==> config.mk <==
export PLATFORM = sky130hd
export DESIGN_NAME = lap_stopwatch
export DESIGN_NICKNAME = d
export VERILOG_FILES = /design/src/rtl/stopwatch_pkg.sv /design/src/rtl/bcd_digit.sv /design/src/rtl/lap_stopwatch.sv
export SDC_FILE = /design/constraint.sdc
export NUM_CORES = 1
export LEC_CHECK = 0
export CAP_MARGIN = 20
export CORE_MARGIN = 4
export CORE_UTILIZATION = 35
export DETAILED_ROUTE_END_ITERATION = 12
export GPL_TIMING_DRIVEN = 0
export PLACE_DENSITY_LB_ADDON = 0.3
export SETUP_SLACK_MARGIN = 0.15
export SYNTH_ARGS = -nofsm -noshare
export SYNTH_HDL_FRONTEND = slang
export SYNTH_SLANG_ARGS = --single-unit
export TNS_END_PERCENT = 20
==> constraint.sdc <==
create_clock -name clk -period 2.3 [get_ports clk]
set_input_delay 0.69 -clock clk [delete_from_list [all_inputs] [get_ports clk]]
set_output_delay 0.69 -clock clk [all_outputs]
set_load 0.05 [all_outputs]
==> src/rtl/stopwatch_pkg.sv <==
// Shared types and constants for the lap stopwatch: FSM states, BCD limit
// and active-low seven-segment codes (g..a, bit 0 = segment a).
package stopwatch_pkg;

  typedef enum logic [1:0] {
    IDLE  = 2'd0,
    RUN   = 2'd1,
    PAUSE = 2'd2,
    LAP   = 2'd3
  } sw_state_e;

  localparam logic [3:0] BCD_MAX = 4'd9;

  localparam logic [6:0] SEG_0     = 7'h40;
  localparam logic [6:0] SEG_1     = 7'h79;
  localparam logic [6:0] SEG_2     = 7'h24;
  localparam logic [6:0] SEG_3     = 7'h30;
  localparam logic [6:0] SEG_4     = 7'h19;
  localparam logic [6:0] SEG_5     = 7'h12;
  localparam logic [6:0] SEG_6     = 7'h02;
  localparam logic [6:0] SEG_7     = 7'h78;
  localparam logic [6:0] SEG_8     = 7'h00;
  localparam logic [6:0] SEG_9     = 7'h10;
  localparam logic [6:0] SEG_BLANK = 7'h7F;

  function automatic logic [6:0] seg_decode(input logic [3:0] d);
    case (d)
      4'd0:    return SEG_0;
      4'd1:    return SEG_1;
      4'd2:    return SEG_2;
      4'd3:    return SEG_3;
      4'd4:    return SEG_4;
      4'd5:    return SEG_5;
      4'd6:    return SEG_6;
      4'd7:    return SEG_7;
      4'd8:    return SEG_8;
      4'd9:    return SEG_9;
      default: return SEG_BLANK;
    endcase
  endfunction

endpackage

==> src/rtl/bcd_digit.sv <==
// One BCD digit of the stopwatch chain; q_next is exposed so the display
// register can be loaded on the same edge as the digit itself.
module bcd_digit
  import stopwatch_pkg::*;
(
  input  logic       clk,
  input  logic       reset,
  input  logic       inc_in,
  input  logic       clear,
  output logic [3:0] q,
  output logic [3:0] q_next,
  output logic       carry_out
);

  assign carry_out = inc_in & (q == BCD_MAX);

  always_comb begin
    q_next = q;
    if (clear)
      q_next = 4'd0;
    else if (inc_in)
      q_next = (q == BCD_MAX) ? 4'd0 : q + 4'd1;
  end

  always_ff @(posedge clk) begin
    if (reset)
      q <= 4'd0;
    else
      q <= q_next;
  end

endmodule

==> src/rtl/lap_stopwatch.sv <==
// N-digit BCD stopwatch with lap freeze, clear-from-pause and sticky overflow.
// Define LAP_STOPWATCH_SEG_EN to add the active-low seg_out decoders.
module lap_stopwatch
  import stopwatch_pkg::*;
#(
  parameter int CLK_FREQ_HZ = 50000000,
  parameter int TICK_HZ     = 10,
  parameter int DIGITS      = 3
) (
  input  logic                  clk,
  input  logic                  reset,
  input  logic                  start_stop,
  input  logic                  lap,
  output logic [4*DIGITS-1:0]   bcd_out,
  output logic                  running,
  output logic                  lap_active,
  output logic                  overflow
`ifdef LAP_STOPWATCH_SEG_EN
  ,
  output logic [7*DIGITS-1:0]   seg_out
`endif
);

  localparam int TICKS = CLK_FREQ_HZ / TICK_HZ;
  localparam int CNT_W = (TICKS > 1) ? $clog2(TICKS) : 1;

  sw_state_e           state;
  logic                ss_prev, lap_prev;
  logic                ss_rise, lap_rise;
  logic                counting, tick, pause_clear;
  logic [CNT_W-1:0]    tick_cnt;
  logic [4*DIGITS-1:0] digits_q, digits_next, lap_q;
  logic [DIGITS:0]     inc;

  // The previous-level registers follow the buttons even during reset, so a
  // button held through reset is seen as already high and does not fire.
  always_ff @(posedge clk) begin
    ss_prev  <= start_stop;
    lap_prev <= lap;
  end

  assign ss_rise     = start_stop & ~ss_prev;
  assign lap_rise    = lap & ~lap_prev;
  assign counting    = (state == RUN) || (state == LAP);
  assign tick        = counting && (tick_cnt == CNT_W'(TICKS - 1));
  assign pause_clear = (state == PAUSE) && lap_rise && !ss_rise;
  assign inc[0]      = tick;

  always_ff @(posedge clk) begin
    if (reset || pause_clear)
      tick_cnt <= '0;
    else if (counting)
      tick_cnt <= tick ? '0 : tick_cnt + 1'b1;
  end

  generate
    for (genvar k = 0; k < DIGITS; k++) begin : g_digit
      bcd_digit u_digit (
        .clk       (clk),
        .reset     (reset),
        .inc_in    (inc[k]),
        .clear     (pause_clear),
        .q         (digits_q[4*k +: 4]),
        .q_next    (digits_next[4*k +: 4]),
        .carry_out (inc[k+1])
      );
    end
  endgenerate

  // A carry out of the top digit means every digit was 9 on a tick.
  always_ff @(posedge clk) begin
    if (reset || pause_clear)
      overflow <= 1'b0;
    else if (inc[DIGITS])
      overflow <= 1'b1;
  end

  always_ff @(posedge clk) begin
    if (reset) begin
      state      <= IDLE;
      running    <= 1'b0;
      lap_active <= 1'b0;
      lap_q      <= '0;
      bcd_out    <= '0;
    end else begin
      bcd_out <= digits_next;
      case (state)
        IDLE: begin
          if (ss_rise) begin
            state   <= RUN;
            running <= 1'b1;
          end
        end
        RUN: begin
          if (ss_rise) begin
            state   <= PAUSE;
            running <= 1'b0;
          end else if (lap_rise) begin
            state      <= LAP;
            lap_active <= 1'b1;
            lap_q      <= digits_q;
            bcd_out    <= digits_q;
          end
        end
        LAP: begin
          if (ss_rise) begin
            state      <= PAUSE;
            running    <= 1'b0;
            lap_active <= 1'b0;
          end else if (lap_rise) begin
            state      <= RUN;
            lap_active <= 1'b0;
          end else begin
            bcd_out <= lap_q;
          end
        end
        PAUSE: begin
          if (ss_rise) begin
            state   <= RUN;
            running <= 1'b1;
          end else if (lap_rise) begin
            state <= IDLE;
          end
        end
        default: state <= IDLE;
      endcase
    end
  end

`ifdef LAP_STOPWATCH_SEG_EN
  generate
    for (genvar s = 0; s < DIGITS; s++) begin : g_seg
      assign seg_out[7*s +: 7] = seg_decode(bcd_out[4*s +: 4]);
    end
  endgenerate
`endif

endmodule

==> impl_metrics.yaml <==
status:
  status: "complete, no violations"
timing:
  slew_headroom_pct: 63.6
  fin_worst_skew_ps: 9.47
  period_needed_ps: 2170
  final-setup-viol-count: 0
  hold_viol: 0
  final.period_utilization_pct: 94.5
  worst_pin_slew_ps: 547
  grt_setup_unrepaired: "true"
  finalSetupTns_ps: 0
  slew_violations: 0
  fmax_ghz: 0.460
setup_path:
  setup.worst_path.start_class: "flip-flop"
  cp.required_ps: 1610
  slowest_delay_ps: 800
  crit_family: "buffers and inverters"
  worstPathArrival_ps: 1480
  worstPathMaxFanout: 2
  path_cells: "clkdlybuf4s50_1"
  r2r_slack_ps: 170
  cp_slowest_cell: "clkdlybuf4s50_1"
  critical_path_class: "reg -> out"
  crit_buf_inv: 1
  end_kind: "primary output"
global_routing:
  grt_pass1_wl_um: 13300
  grt_use_total_pct: 16.3
  grt_pass1_vias: 2740
  overflow: 0
  grt_max_degree: 12
  antenna_found_initial: 0
yosys:
  avgSynthCellArea_um2: 8.02
  ys.flop_type: "dfxtp_1"
  synthCells: 396
  yosys_warnings: 0
  synth_area_leader_cell: "dfxtp_1"
  synth_seq_cells: 66
  synth_area_leaders: "dfxtp_1 42%, nand2_1 7.3%, a21oi_1 6.1%"
  netlist.area_leader.share_pct: 41.6
  mappedNetlistArea_um2: 3170
  yosysSeqAreaShare_pct: 41.6
  syn_nets: 407
  synth_edf_count: 0
  synth.distinct_cells: 52
  synth-async-reset-ratio_pct: 0
drt:
  drtPass1Iterations: 4
  vias: 2928
  finalWirelength_um: 8220
  post_drt_wl_per_cell_um: 15.1
  first_iter_violations: 142
  final_antenna_net_count: 0
  viasPerCell: 5.36
  drc: 0
cts:
  cts_tree: "yes"
  worst_skew_pair.late_latency_ps: 350
  h-tree-depth: 3
  clock_sinks: 66
  clockBufferDepth: 2
  cts_made_buffers: 9
  path_clk_slew_ps: 70
  cts_hold_buf: 0
  clockRootBuffer: "clkbuf_8"
layout:
  drive_above_1_share_pct: 17.1
  n_fill_cell: 869
  stdcell_area_um2: 4000
  area_growth_pct: 25.9
  diodes: 0
  fin_nets: 445
  post-route-util_pct: 45.6
die:
  io_pins: 19
  die_y_um: 103
  die_w_um: 103
  rows: 34
  initial_utilization_pct: 36.2
  dieArea_um2: 10700
  core_area_um2: 8760
min_path:
  min_path_type: "reg -> reg"
place:
  gp_congestion: 0.895
  post_dp_cell_area_um2: 3490
  dp_hpwl_um: 5540
  numPortBuffers: 18
power:
  peakVddDrop_v: 0.000365
  p_leak_nw: 1.47
  p_per_area_nw_per_um2: 599
flow_run:
  max-cap-violations: 0
[path summary, 6_finish.rpt]
| kind | start | endpoint | cells after the start |
|---|---|---|---|
| setup / recovery | overflow | overflow | 1 |
| setup reg to reg | tick_cnt[1] | bcd_out[9] | 8 |
| hold / removal | lap_q[8] | lap_q[8] | 2 |
| hold reg to reg | lap_q[8] | lap_q[8] | 2 |
[timing repair]
action,4_1_cts,5_1_grt
gates resized for setup,29,40
pin swaps,3,13
setup endpoints to repair,73,67
setup buffers,7,2
[routing by layer]
layer / track usage, % / share of wire [%] / wire length [µm]
met2: 24.4 / 46 / 3800
met5: 0 / 0 / 0
met4: 6.67 / 1.9 / 154
met1: 22.1 / 46 / 3780
met3: 4.90 / 6.0 / 489
[layout make-up]
type,instances,area (µm²),share of cell area [%]
multi-input combinational,301,1930,48.2
sequential,66,1330,33.4
timing repair buffer,27,253,6.33
tap,108,135,3.38
clock buffer,9,124,3.10
buffer,18,101,2.54
clock inverter,6,82.6,2.07
inverter,11,41.3,1.03
[power breakdown]
| part | switching, mW | internal, mW |
|---|---|---|
| logic | 0.126 | 0.0546 |
| registers | 0.00954 | 1.15 |
| clock network | 0.449 | 0.598 |
[cell usage after synthesis (3+ instances only)]
cell and number:
xor2_1 9, a21oi_1 39, nor3_1 9, and4_1 4, or3_1 7, nand2b_1 3, inv_1 11, o21ai_0 15
nor2b_1 4, a211oi_1 3, nand2_1 62, nor2_1 45, and3_1 9, dfxtp_1 66, a31oi_1 7, o21a_1 3
a22oi_1 4, xnor2_1 9, nand4_1 4, and2_1 3, clkbuf_1 18, nand3_1 15, ha_1 7
[registers in the layout (all words and copies together), names as in the netlist]
| register | flops |
|---|---|
| lap_active | 1 |
| state | 2 |
| lap_prev | 1 |
| tick_cnt | 23 |
| ss_prev | 1 |
| overflow | 1 |
| lap_q | 12 |
| bcd_out | 12 |
| running | 1 |
| g_digit.u_digit.q | 12 |
[placed cells by master, fill, tap and decap left out, types with 4 or more instances in the layout]
master and n:
or3_1 5, dfxtp_1 61, and3_1 9, nand3_1 14, clkbuf_2 8, inv_1 11, a21oi_1 35, nand2_1 60
clkbuf_8 11, a31oi_1 6, o21ai_0 13, xnor2_1 9, nor3_1 7, ha_1 6, xor2_1 9, nor2_1 42
clkbuf_1 7, clkdlybuf4s50_1 16, nand4_1 4, buf_4 8
[through the flow]
step	power [mW]	std cells	setup slack, ps	hold WS, ps
after global routing	2.48	546	31.0	475
after global placement	1.35	522	-1020	443
final	2.39	546	125	458
after CTS	2.41	544	70.1	458
after detailed placement	1.35	522	-1010	448
after floorplan	1.29	396	181	432
[cell families after synthesis]
group | count (synthesis) | synth area share [%]
fa+ha+maj | 7 | 2.76
flops | 66 | 41.6
simple gates | 183 | 28.8
buf+inv | 29 | 3.43
xor+xnor | 18 | 4.97
compound gates | 89 | 17.1
mux | 4 | 1.34
Power figures use the tool's default switching activity.
